[config.mk]
export PLATFORM = sky130hd
export DESIGN_NAME = rx_pkt_arb
export DESIGN_NICKNAME = d
export VERILOG_FILES = /design/src/rtl/rx_pkt_arb.sv
export SDC_FILE = /design/constraint.sdc
export NUM_CORES = 1
export LEC_CHECK = 0
export ABC_CLOCK_PERIOD_IN_PS = 1900
export CORE_UTILIZATION = 50
export CTS_CLUSTER_SIZE = 16
export DETAILED_ROUTE_END_ITERATION = 12
export DONT_BUFFER_PORTS = 1
export GPL_TIMING_DRIVEN = 0
export PLACE_DENSITY = 0.67
export SLEW_MARGIN = 20
export SYNTH_ARGS = -nofsm -noshare
export SYNTH_HDL_FRONTEND = slang
export SYNTH_SLANG_ARGS = --single-unit
export TNS_END_PERCENT = 5
[constraint.sdc]
create_clock -name clk -period 1.9 [get_ports clk]
set_clock_uncertainty 0.1 [all_clocks]
set_input_delay 0.095 -clock clk [delete_from_list [all_inputs] [get_ports clk]]
set_output_delay 0.095 -clock clk [all_outputs]
set_load 0.03 [all_outputs]
[src/rtl/rx_pkt_arb.sv]
// Two-channel packet arbiter: merges show-ahead FIFO streams into one, whole packets at a time,
// round robin, with truncation at MAX_LEN words and silent dropping of headless fragments.
module rx_pkt_arb #(
  parameter int unsigned MAX_LEN = 760
) (
  input  logic        clk,
  input  logic        rst_n,
  input  logic [15:0] ch0_data,
  input  logic        ch0_sop,
  input  logic        ch0_eop,
  input  logic        ch0_mod,
  input  logic        ch0_empty,
  input  logic        ch0_pkt_rdy,
  output logic        ch0_rdreq,
  input  logic [15:0] ch1_data,
  input  logic        ch1_sop,
  input  logic        ch1_eop,
  input  logic        ch1_mod,
  input  logic        ch1_empty,
  input  logic        ch1_pkt_rdy,
  output logic        ch1_rdreq,
  input  logic        dout_rdy,
  output logic [15:0] dout,
  output logic        dout_vld,
  output logic        dout_sop,
  output logic        dout_eop,
  output logic        dout_mod,
  output logic        gnt_id,
  output logic        len_err
);

  localparam logic [10:0] MaxLen = 11'(MAX_LEN);

  typedef enum logic [1:0] {StIdle, StSend, StDrop} state_e;

  state_e      state_q;
  logic        last_q;
  logic [10:0] cnt_q;
  logic [10:0] cnt_nxt;

  logic [15:0] h_data;
  logic        h_sop, h_eop, h_mod, h_empty;
  logic        pop;
  logic        pick;

  always_comb begin
    h_data  = gnt_id ? ch1_data  : ch0_data;
    h_sop   = gnt_id ? ch1_sop   : ch0_sop;
    h_eop   = gnt_id ? ch1_eop   : ch0_eop;
    h_mod   = gnt_id ? ch1_mod   : ch0_mod;
    h_empty = gnt_id ? ch1_empty : ch0_empty;
  end

  // Gated by rst_n so no word is lost while reset holds the FSM.
  always_comb begin
    pop = 1'b0;
    if (rst_n) begin
      case (state_q)
        StSend:  pop = !h_empty && dout_rdy;
        StDrop:  pop = !h_empty;
        default: pop = 1'b0;
      endcase
    end
  end

  assign ch0_rdreq = pop && !gnt_id;
  assign ch1_rdreq = pop && gnt_id;

  // Contention goes to the channel not served last; a lone requester always wins.
  assign pick    = (ch0_pkt_rdy && ch1_pkt_rdy) ? !last_q : ch1_pkt_rdy;
  assign cnt_nxt = cnt_q + 11'd1;

  always_ff @(posedge clk) begin
    if (!rst_n) begin
      state_q  <= StIdle;
      last_q   <= 1'b1;
      cnt_q    <= '0;
      gnt_id   <= 1'b0;
      dout     <= '0;
      dout_vld <= 1'b0;
      dout_sop <= 1'b0;
      dout_eop <= 1'b0;
      dout_mod <= 1'b0;
      len_err  <= 1'b0;
    end else begin
      dout_vld <= 1'b0;
      dout_sop <= 1'b0;
      dout_eop <= 1'b0;
      dout_mod <= 1'b0;
      len_err  <= 1'b0;
      case (state_q)
        StIdle: begin
          if (ch0_pkt_rdy || ch1_pkt_rdy) begin
            gnt_id  <= pick;
            cnt_q   <= '0;
            state_q <= StSend;
          end
        end
        StSend: begin
          if (pop) begin
            cnt_q <= cnt_nxt;
            if (cnt_q == '0 && !h_sop) begin
              // Headless fragment: discard up to and including its eop.
              if (h_eop) begin
                state_q <= StIdle;
                last_q  <= gnt_id;
              end else begin
                state_q <= StDrop;
              end
            end else begin
              dout     <= h_data;
              dout_vld <= 1'b1;
              dout_sop <= h_sop;
              dout_mod <= h_mod;
              if (h_eop) begin
                dout_eop <= 1'b1;
                state_q  <= StIdle;
                last_q   <= gnt_id;
              end else if (cnt_nxt == MaxLen) begin
                dout_eop <= 1'b1;
                dout_mod <= 1'b0;
                len_err  <= 1'b1;
                state_q  <= StDrop;
              end
            end
          end
        end
        StDrop: begin
          if (pop && h_eop) begin
            state_q <= StIdle;
            last_q  <= gnt_id;
          end
        end
        default: state_q <= StIdle;
      endcase
    end
  end

endmodule

Word-level counts from Yosys, hierarchy flattened
Index checks and enable logic that the tools add are counted.
{ "totals": {"wordCells": 74, "out_inout_bits": 24, "ff_bits": 36, "in_bits": 45} }
{ "classes": {"add_sub_neg": 1, "bitwise": 4, "eq_ne": 8, "reduce_logical": 23, "mux": 28} }
{ "op_table": {"columns": ["cell", "n"], "rows": [
  ["$mux W11", 2],
  ["$pmux W11 S2", 1],
  ["$mux W16", 1],
  ["$mux W1", 14],
  ["$mux W2", 7],
  ["$add A11 B1 Y11 const B", 1],
  ["$eq A11 B10 Y1 const B", 1],
  ["$logic_not A11 Y1", 1],
  ["$reduce_and A3 Y1", 3],
  ["$ne A2 B2 Y1 const B", 4],
  ["$reduce_and A4 Y1", 2],
  ["$logic_and A1 B1 Y1", 6],
  ["$pmux W2 S3", 1],
  ["$reduce_or A5 Y1", 1],
  ["$logic_not A1 Y1", 4],
  ["$ne A4 B4 Y1 const B", 1],
  ["$not A1 Y1", 4],
  ["$pmux W1 S2", 2],
  ["$reduce_bool A2 Y1", 2],
  ["$reduce_or A4 Y1", 1],
  ["$eq A2 B1 Y1 const B", 1],
  ["$eq A2 B2 Y1 const B", 1],
  ["$logic_not A2 Y1", 1],
  ["$reduce_and A2 Y1", 1],
  ["$logic_or A1 B1 Y1", 1]
]} }

Logic depth before layout (Yosys ltp)
Gate-level depths: netlist of run 1.
{ "logic_depth": {"ltp_word": 8, "ltp_mapped": 9, "depth_no_buf": 7} }

Least setup slack after synthesis of run 1
Ideal clock, no wire load.
{ "synth_timing": {"kind": "reg2out", "from": "register gnt_id", "to": "output port ch1_rdreq", "path_slack_ps": -151, "path_stages_with_launch": 4, "arrival_ps": 1856, "path_cell_list": "dfxtp_1 -> buf_6 -> clkbuf_1 -> nor3b_1"} }
{ "synth_via": {"elab_chain_len": 6} }
{ "synth_rtl": {"columns": ["element", "line_no", "source"], "rows": [
  ["start: declaration", "28", "output logic gnt_id,"],
  ["start signal: assignment", "94", "gnt_id <= pick;"],
  ["$mux W1", "51", "h_empty = gnt_id ? ch1_empty : ch0_empty;"],
  ["$logic_not A1 Y1", "59, 60", null],
  ["$logic_and A1 B1 Y1", "59", "StSend: pop = !h_empty && dout_rdy;"],
  ["$pmux W1 S2", "58", "case (state_q)"],
  ["$mux W1", "57", "if (rst_n) begin"],
  ["$logic_and A1 B1 Y1 *", "67", "assign ch1_rdreq = pop && gnt_id;"],
  ["end: declaration", "21", "output logic ch1_rdreq,"]
]} }
Mark *: on every way between the ends. The rest lies on a longest branch, timed or not.

Worst setup path after layout of run 1
{ "layout_timing": {"from": "register gnt_id", "to": "register state_q[0]"} }
{ "layout_via": {"elab_chain_len": 8} }
{ "layout_rtl": {"columns": ["element", "line_no", "source"], "rows": [
  ["$mux W1", "51", null],
  ["$logic_not A1 Y1", "59, 60", null],
  ["$logic_and A1 B1 Y1", "59", null],
  ["$pmux W1 S2", "58", null],
  ["$mux W1", "57", null],
  ["$logic_and A1 B1 Y1", "129", "if (pop && h_eop) begin"],
  ["$ne A2 B2 Y1 (no line)", null, null],
  ["$reduce_and A4 Y1 (no line)", null, null],
  ["end signal: assignment", "75", "state_q <= StIdle;"],
  ["end signal: assignment", "130", "state_q <= StIdle;"],
  ["end signal: assignment", "134", "default: state_q <= StIdle;"],
  ["end: declaration", "36", "state_e state_q;"]
]} }
Parallel ways exist; a longest one is shown, timed or not. The select of a mux whose other input is x is not followed.
A chain may end at the register's enable or synchronous reset.

==> results of run 1 <==
-- metrics by stage --
stage            util  TNS, ns
4_1_cts        0.6967  -0.1866
3_3_place_gp   0.5455   -8.619
6_report       0.7242  -0.5920
5_1_grt        0.7242   -2.424
2_1_floorplan       -  -0.9499
3_5_place_dp   0.5455   -8.776
-- layout by cell type (no fill, tap or decap), drive strengths merged, types with 2 or more instances in the layout --
cell type    synthesis  final
nor4                 3      3
buf                  6     11
o21ai               10     10
mux2                 2      2
nor3b                5      5
mux2i               20     20
clkbuf               7     14
nand4                5      5
nand3                4      4
nor4b                2      2
o211a               17     17
nor2b                4      4
nand3b               3      3
nor3                 7      7
nand2               27     27
inv                  4      4
dlygate4sd3          0     36
ha                   5      5
nor2                 7      7
a21boi               8      8
dfxtp               36     36
a31oi                2      2
or3                  2      2
a21oi                6      6
o21a                 2      2
-- logic make-up (layout without fill, tap and decap cells) --
logic type | Yosys count | count (layout)
compound gates | 54 | 54
xor+xnor | 1 | 1
fa+ha+maj | 5 | 5
buf+inv | 17 | 65
flops | 36 | 36
mux | 22 | 22
simple gates | 77 | 77
-- power by group through the flow --
| stage | Clock (mW) | Combinational, mW | Sequential [mW] |
|---|---|---|---|
| 2_1_floorplan | 0 | 0.587 | 0.875 |
| 3_3_place_gp | 0 | 0.697 | 0.882 |
| 3_5_place_dp | 0 | 0.712 | 0.884 |
| 4_1_cts | 0.611 | 0.838 | 0.872 |
| 5_1_grt | 0.642 | 1.08 | 0.888 |
| 6_report | 0.599 | 1.01 | 0.885 |
-- synth_stat cells, drive strengths merged, types with 3 or more instances --
cell and number:
nor2b 4, nor3b 5, a21boi 8, dfxtp 36, nand4 5, nand2 27
nand3 4, nor2 7, nor4 3, inv 4, clkbuf 7, mux2i 20
nand3b 3, nor3 7, o211a 17, ha 5, a21oi 6, buf 6
o21ai 10
-- worst min-delay path by stage --
| stage | end | cells after the start |
|---|---|---|
| after floorplan | dout_sop$_SDFF_PP0_ | 2 |
| after global placement | dout_sop$_SDFF_PP0_ | 2 |
| after detailed placement | dout_sop$_SDFF_PP0_ | 2 |
| after CTS | dout[14]$_SDFFE_PN0P_ | 3 |
| after global routing | dout[14]$_SDFFE_PN0P_ | 3 |
| final | dout[7]$_SDFFE_PN0P_ | 3 |
-- what timing repair did --
action / 4_1_cts / 5_1_grt
hold buffers: 36 / 0
endpoints found under the setup margin: 35 / 33
setup buffers: 3 / 2
hold endpoints to repair: 19 / 0
pin swaps: 8 / 7
gates cloned: 0 / 0
gates resized for setup: 23 / 20
-- critical path: stages, from the launching register on --
cell,delay (ns)
dfxtp_4,0.41
buf_8,0.13
mux2i_4,0.31
nand4_1,0.19
a221o_1,0.42
a31oi_4,0.18
mux2i_1,0.22
-- flip-flops by register name (all words and copies together) (netlist names) --
name      count
dout         16
cnt_q        11
state_q       2
dout_eop      1
dout_mod      1
dout_sop      1
dout_vld      1
gnt_id        1
last_q        1
len_err       1
-- layer usage --
metal	up-vias	track usage
li1	882	-
met1	904	0.3260
met2	69	0.4461
met3	10	0.06786
met4	0	0.09444
met5	-	0
-- final cells by class --
class | count | area, sq um | area share
timing repair buffer | 41 | 397.9 | 0.1489
clock buffer | 7 | 96.34 | 0.03607
buffer | 13 | 93.84 | 0.03513
multi-input combinational | 159 | 1281 | 0.4796
tap | 48 | 60.06 | 0.02248
sequential | 36 | 726.9 | 0.2721
inverter | 4 | 15.01 | 0.005621
==> run metrics, run 1 <==
status finished, violations left; failing checks setup timing; top routing layer used met4; Placed Cells 260; Most used DFF post-synth dfxtp_1; Die Area 0.004147 sq mm; CP Launch Type flip-flop; FP Rows 22; FMAX 491.5 MHz; Data arrival, critical path 2.15 ns; post-DP HPWL 3.154 mm; pre-CTS setup slack -0.3563 ns; P_int 1.606 mW; first-pass GRT wire length 8.397 mm; core area 0.003689 sq mm; GR Overflow Total 0; CTS tree done; worst r2r dst state_q[0]$_SDFFE_PN0P_; main combinational cell family by area after synthesis simple AND/OR/NAND/NOR gates; Slew HR 0.6559; initial antenna violation count 0; Post-route DRC 0; htree depth 2; Post-synth EDFFs 0; drt wl/cell 17.63 um; total wire length 5.430 mm; Clock transition at path regs 0.07 ns; register area share after synthesis 0.3702; DRT antenna net count 0; io pins 69; hold_ws 0.009327 ns; Critical Path End state_q[0]$_SDFFE_PN0P_; Worst Path Max Fanout 4; clock share of power 0.240; maximum vdd ir drop 0.0006273 V; CTS Buf Count 5; Final nets 310; Met3 Wirelength 294 um; DIE HEIGHT 64.40 um; Worst setup EP type flip-flop; Mapped Cells 212; Power Total 2.498 mW; diode count 0; 1st-iter DRT viols 144; warnings from Yosys 0; fin crit share 1.071; sw frac 0.3571; Synth Area in Adders 0.03213; Required @ worst endpoint 2.01 ns; Die Width 64.40 um; Compound-Gate Fraction of Synth Area 0.2159; leakage power 1.118 nW; wl on met1 2.319 mm; R2R depth 6; layout cell share with drive strength beyond 1 0.1885; fraction of synthesized cell area taken by the top area cell type 0.3702; Synth Area in Simple Gates 0.2166; maxcap violations 0; Area Growth Syn to Fin 37.21%; clock sinks 36; net count after synthesis 262; mapped cell area 0.001947 sq mm; XOR/XNOR share of the synthesized area 0.004499; Hold WC Path Type input pin to flip-flop; synthesis-stage register bit count 36; top cells by area, synth dfxtp_1, mux2i_1, o211a_1, nand2_1, ha_1; Net Switching 0.8922 mW; largest net degree at the start of global routing 11; crit path time final 2.035 ns; Crit Path Category flip-flop to flip-flop; Flop pwr share 0.354; CP startpoint gnt_id$_SDFFE_PN0P_; CTS Buffer Depth 2; Post-synth ARST share 0; reg-to-reg setup timing slack -0.13 ns; post-synth top area cell dfxtp_1; Fin. Hold Viols 0; DR vias/cell 6.055; Placement Cell Area 0.002012 sq mm; multiplexer share of the synthesized area 0.1208; RSZ-0062 raised after global routing yes; number of fill cells 263; met2 WL 2.727 mm; PwrDens 935.2 mW/mm^2; Final Cell Area 0.002671 sq mm; Via Count 1865; Final GP Congestion 0.8758; port bufs 0; number of library cell types mapped by synthesis 47; GRT Overall Usage 0.2659; Comb power frac 0.406; FF-to-FF Start gnt_id$_SDFFE_PN0P_; Initial Util 0.5278; vias in the first global route 1789; Setup violations, final 17; Clock Latency Late Sink 0.29 ns; Layout Cells excl Fill 308; Worst-Margin Slew 0.5162 ns; Root Buffer clkbuf_8; fin worst setup slack -0.1345 ns; DR pass1 iterations 4; hold wc startpoint ch0_data[7]; Slew Limit Fails 0; Syn Area/Cell 9.183 sq um
Note: power is estimated with default switching activity, not from simulation.
==> run 2: changes to the inputs <==
Settings changed: HOLD_SLACK_MARGIN from default to 0.05.
==> run 2 against run 1 <==
Effect of this change:
- the flow still finishes with violations (setup timing)
- global-route usage up 0.70 points
- die area did not move
- wire length up 0.66%
- final area grew 1.6%
- largest power group unchanged
- via count shrank 0.80%
- fmax about the same
- critical path type unchanged
- highest routed layer unchanged
==> run metrics, run 2 (synthesized netlist as in run 1, its figures left out) <==
RSZ-0062 raised after global routing yes (unchanged); crit path time final 2.037 ns (was 2.035 ns); PwrDens 920.8 mW/mm^2 (was 935.2 mW/mm^2); port bufs 0 (unchanged); largest net degree at the start of global routing 11 (unchanged); Largest Register dout (unchanged); Worst setup EP type flip-flop (unchanged); maximum vdd ir drop 0.0005480 V (was 0.0006273 V); Post-route DRC 0 (unchanged); CP startpoint gnt_id$_SDFFE_PN0P_ (unchanged); io pins 69 (unchanged); Met3 Wirelength 287 um (was 294 um); total wire length 5.466 mm (was 5.430 mm); most common cell after layout, fill and taps aside dlygate4sd3_1 (unchanged); status finished, violations left (unchanged); Final Cell Area 0.002715 sq mm (was 0.002671 sq mm); 1st-iter DRT viols 143 (was 144); Worst-Margin Slew 0.5005 ns (was 0.5162 ns); Root Buffer clkbuf_8 (unchanged); final core occ 0.7361 (was 0.7242); Via Count 1850 (was 1865); DIE HEIGHT 64.40 um (unchanged); wl on met1 2.290 mm (was 2.319 mm); Clock transition at path regs 0.07 ns (about the same); Clock Latency Late Sink 0.28 ns (was 0.29 ns); DR vias/cell 5.929 (was 6.055); fin worst setup slack -0.1365 ns (was -0.1345 ns); Placed Cells 260 (unchanged); max reg flops 16 (unchanged); DRT antenna net count 0 (unchanged); CTS tree done (unchanged); maxcap violations 0 (unchanged); drt wl/cell 17.52 um (was 17.63 um); Required @ worst endpoint 2.01 ns (about the same); GR Overflow Total 0 (unchanged); diode count 0 (unchanged); Hold WC Path Type input pin to flip-flop (unchanged); clock sinks 36 (unchanged); fin crit share 1.072 (was 1.071); initial antenna violation count 0 (unchanged); R2R depth 6 (unchanged); layout cell share with drive strength beyond 1 0.1856 (was 0.1885); Slew Limit Fails 0 (unchanged); Setup violations, final 15 (was 17); failing checks setup timing (unchanged); Layout Cells excl Fill 312 (was 308); CTS Buf Count 5 (unchanged); CTS Buffer Depth 2 (unchanged); Reg area 724.4 sq um (was 726.9 sq um); Die Area 0.004147 sq mm (unchanged); core area 0.003689 sq mm (unchanged); Final nets 314 (was 310); multi-input logic area 0.001284 sq mm (was 0.001281 sq mm); Die Width 64.40 um (unchanged); Final GP Congestion 0.8758 (unchanged); vias in the first global route 1843 (was 1789); leakage power 1.136 nW (was 1.118 nW); worst r2r dst state_q[0]$_SDFFE_PN0P_ (unchanged); reg-to-reg setup timing slack -0.14 ns (was -0.13 ns); FP Rows 22 (unchanged); GRT Overall Usage 0.2729 (was 0.2659); post-DP HPWL 3.154 mm (unchanged); Crit Path Category flip-flop to flip-flop (unchanged); met2 WL 2.859 mm (was 2.727 mm); Area Growth Syn to Fin 39.46% (was 37.21%); FF-to-FF Start gnt_id$_SDFFE_PN0P_ (unchanged); Placement Cell Area 0.002012 sq mm (unchanged); commonest cells after routing, fill and taps aside dlygate4sd3_1, dfxtp_1, nand2_1, mux2i_1, o211a_1 (unchanged); top routing layer used met4 (unchanged); FMAX 491.0 MHz (was 491.5 MHz); Top Registers dout: 16 flops, cnt_q: 11 flops, state_q: 2 flops (unchanged); Critical Path End state_q[0]$_SDFFE_PN0P_ (unchanged); htree depth 2 (unchanged); Slew HR 0.6663 (was 0.6559); first-pass GRT wire length 8.659 mm (was 8.397 mm); Worst Path Max Fanout 4 (unchanged); Data arrival, critical path 2.15 ns (about the same); DR pass1 iterations 4 (unchanged); number of fill cells 251 (was 263); Initial Util 0.5278 (unchanged); Fin. Hold Viols 0 (unchanged); CP Launch Type flip-flop (unchanged)
run 2: how the worst min path moves through the flow:
stage	endpoint	from	slack [ns]	depth (start not counted)
final	len_err$_SDFF_PP0_	ch0_empty	0.15	4
after global routing	len_err$_SDFF_PP0_	ch0_empty	0.15	4
after CTS	last_q$_SDFFE_PN1P_	dout_rdy	0.09	4
after detailed placement	dout_sop$_SDFF_PP0_	ch0_sop	0.20	2
after global placement	dout_sop$_SDFF_PP0_	ch0_sop	0.19	2
after floorplan	dout_sop$_SDFF_PP0_	ch0_sop	0.16	2
run 2: repair_timing:
action	in CTS	in global routing
pin swaps	8	7
hold endpoints to repair	21	0
resized for setup	23	23
buffers inserted	3	2
hold buffers	40	0
setup endpoints to repair	35	33
run 2: cell type report:
cell class,count,share of cell area
multi-input combinational,159,0.4728
sequential,36,0.2668
timing repair buffer,45,0.1613
buffer,13,0.03594
clock buffer,7,0.03548
tap,48,0.02212
inverter,4,0.005530
run 2: critical path, cell delays in order, from the launching register on:
cell and delay [ns]:
dfxtp_4 0.41, buf_8 0.14, mux2i_4 0.31, nand4_1 0.19, a221o_1 0.42, a31oi_4 0.18, mux2i_1 0.21
run 2: through the flow:
step	setup WS (ns)	total power, mW	hold WS (ns)	TNS (ns)
final	-0.1365	2.500	0.1485	-0.5017
after CTS	-0.04410	2.327	0.08711	-0.1866
after floorplan	-0.1097	1.462	0.1586	-0.9499
after detailed placement	-0.3563	1.595	0.1953	-8.776
after global placement	-0.3279	1.580	0.1937	-8.619
after global routing	-0.1939	2.623	0.1517	-2.434
run 2: where the power goes:
| part | leakage [nW] | internal (mW) | switching [mW] |
|---|---|---|---|
| combinational | 0.794 | 0.485 | 0.540 |
| clock | 0.0503 | 0.323 | 0.267 |
| sequential | 0.291 | 0.803 | 0.0815 |
| total | 1.14 | 1.61 | 0.889 |
run 2: per-layer routing:
layer | vias up | track usage
met4 | 0 | 0.07222
met3 | 2 | 0.06964
met1 | 890 | 0.3454
met5 | - | 0
li1 | 889 | -
met2 | 69 | 0.4566
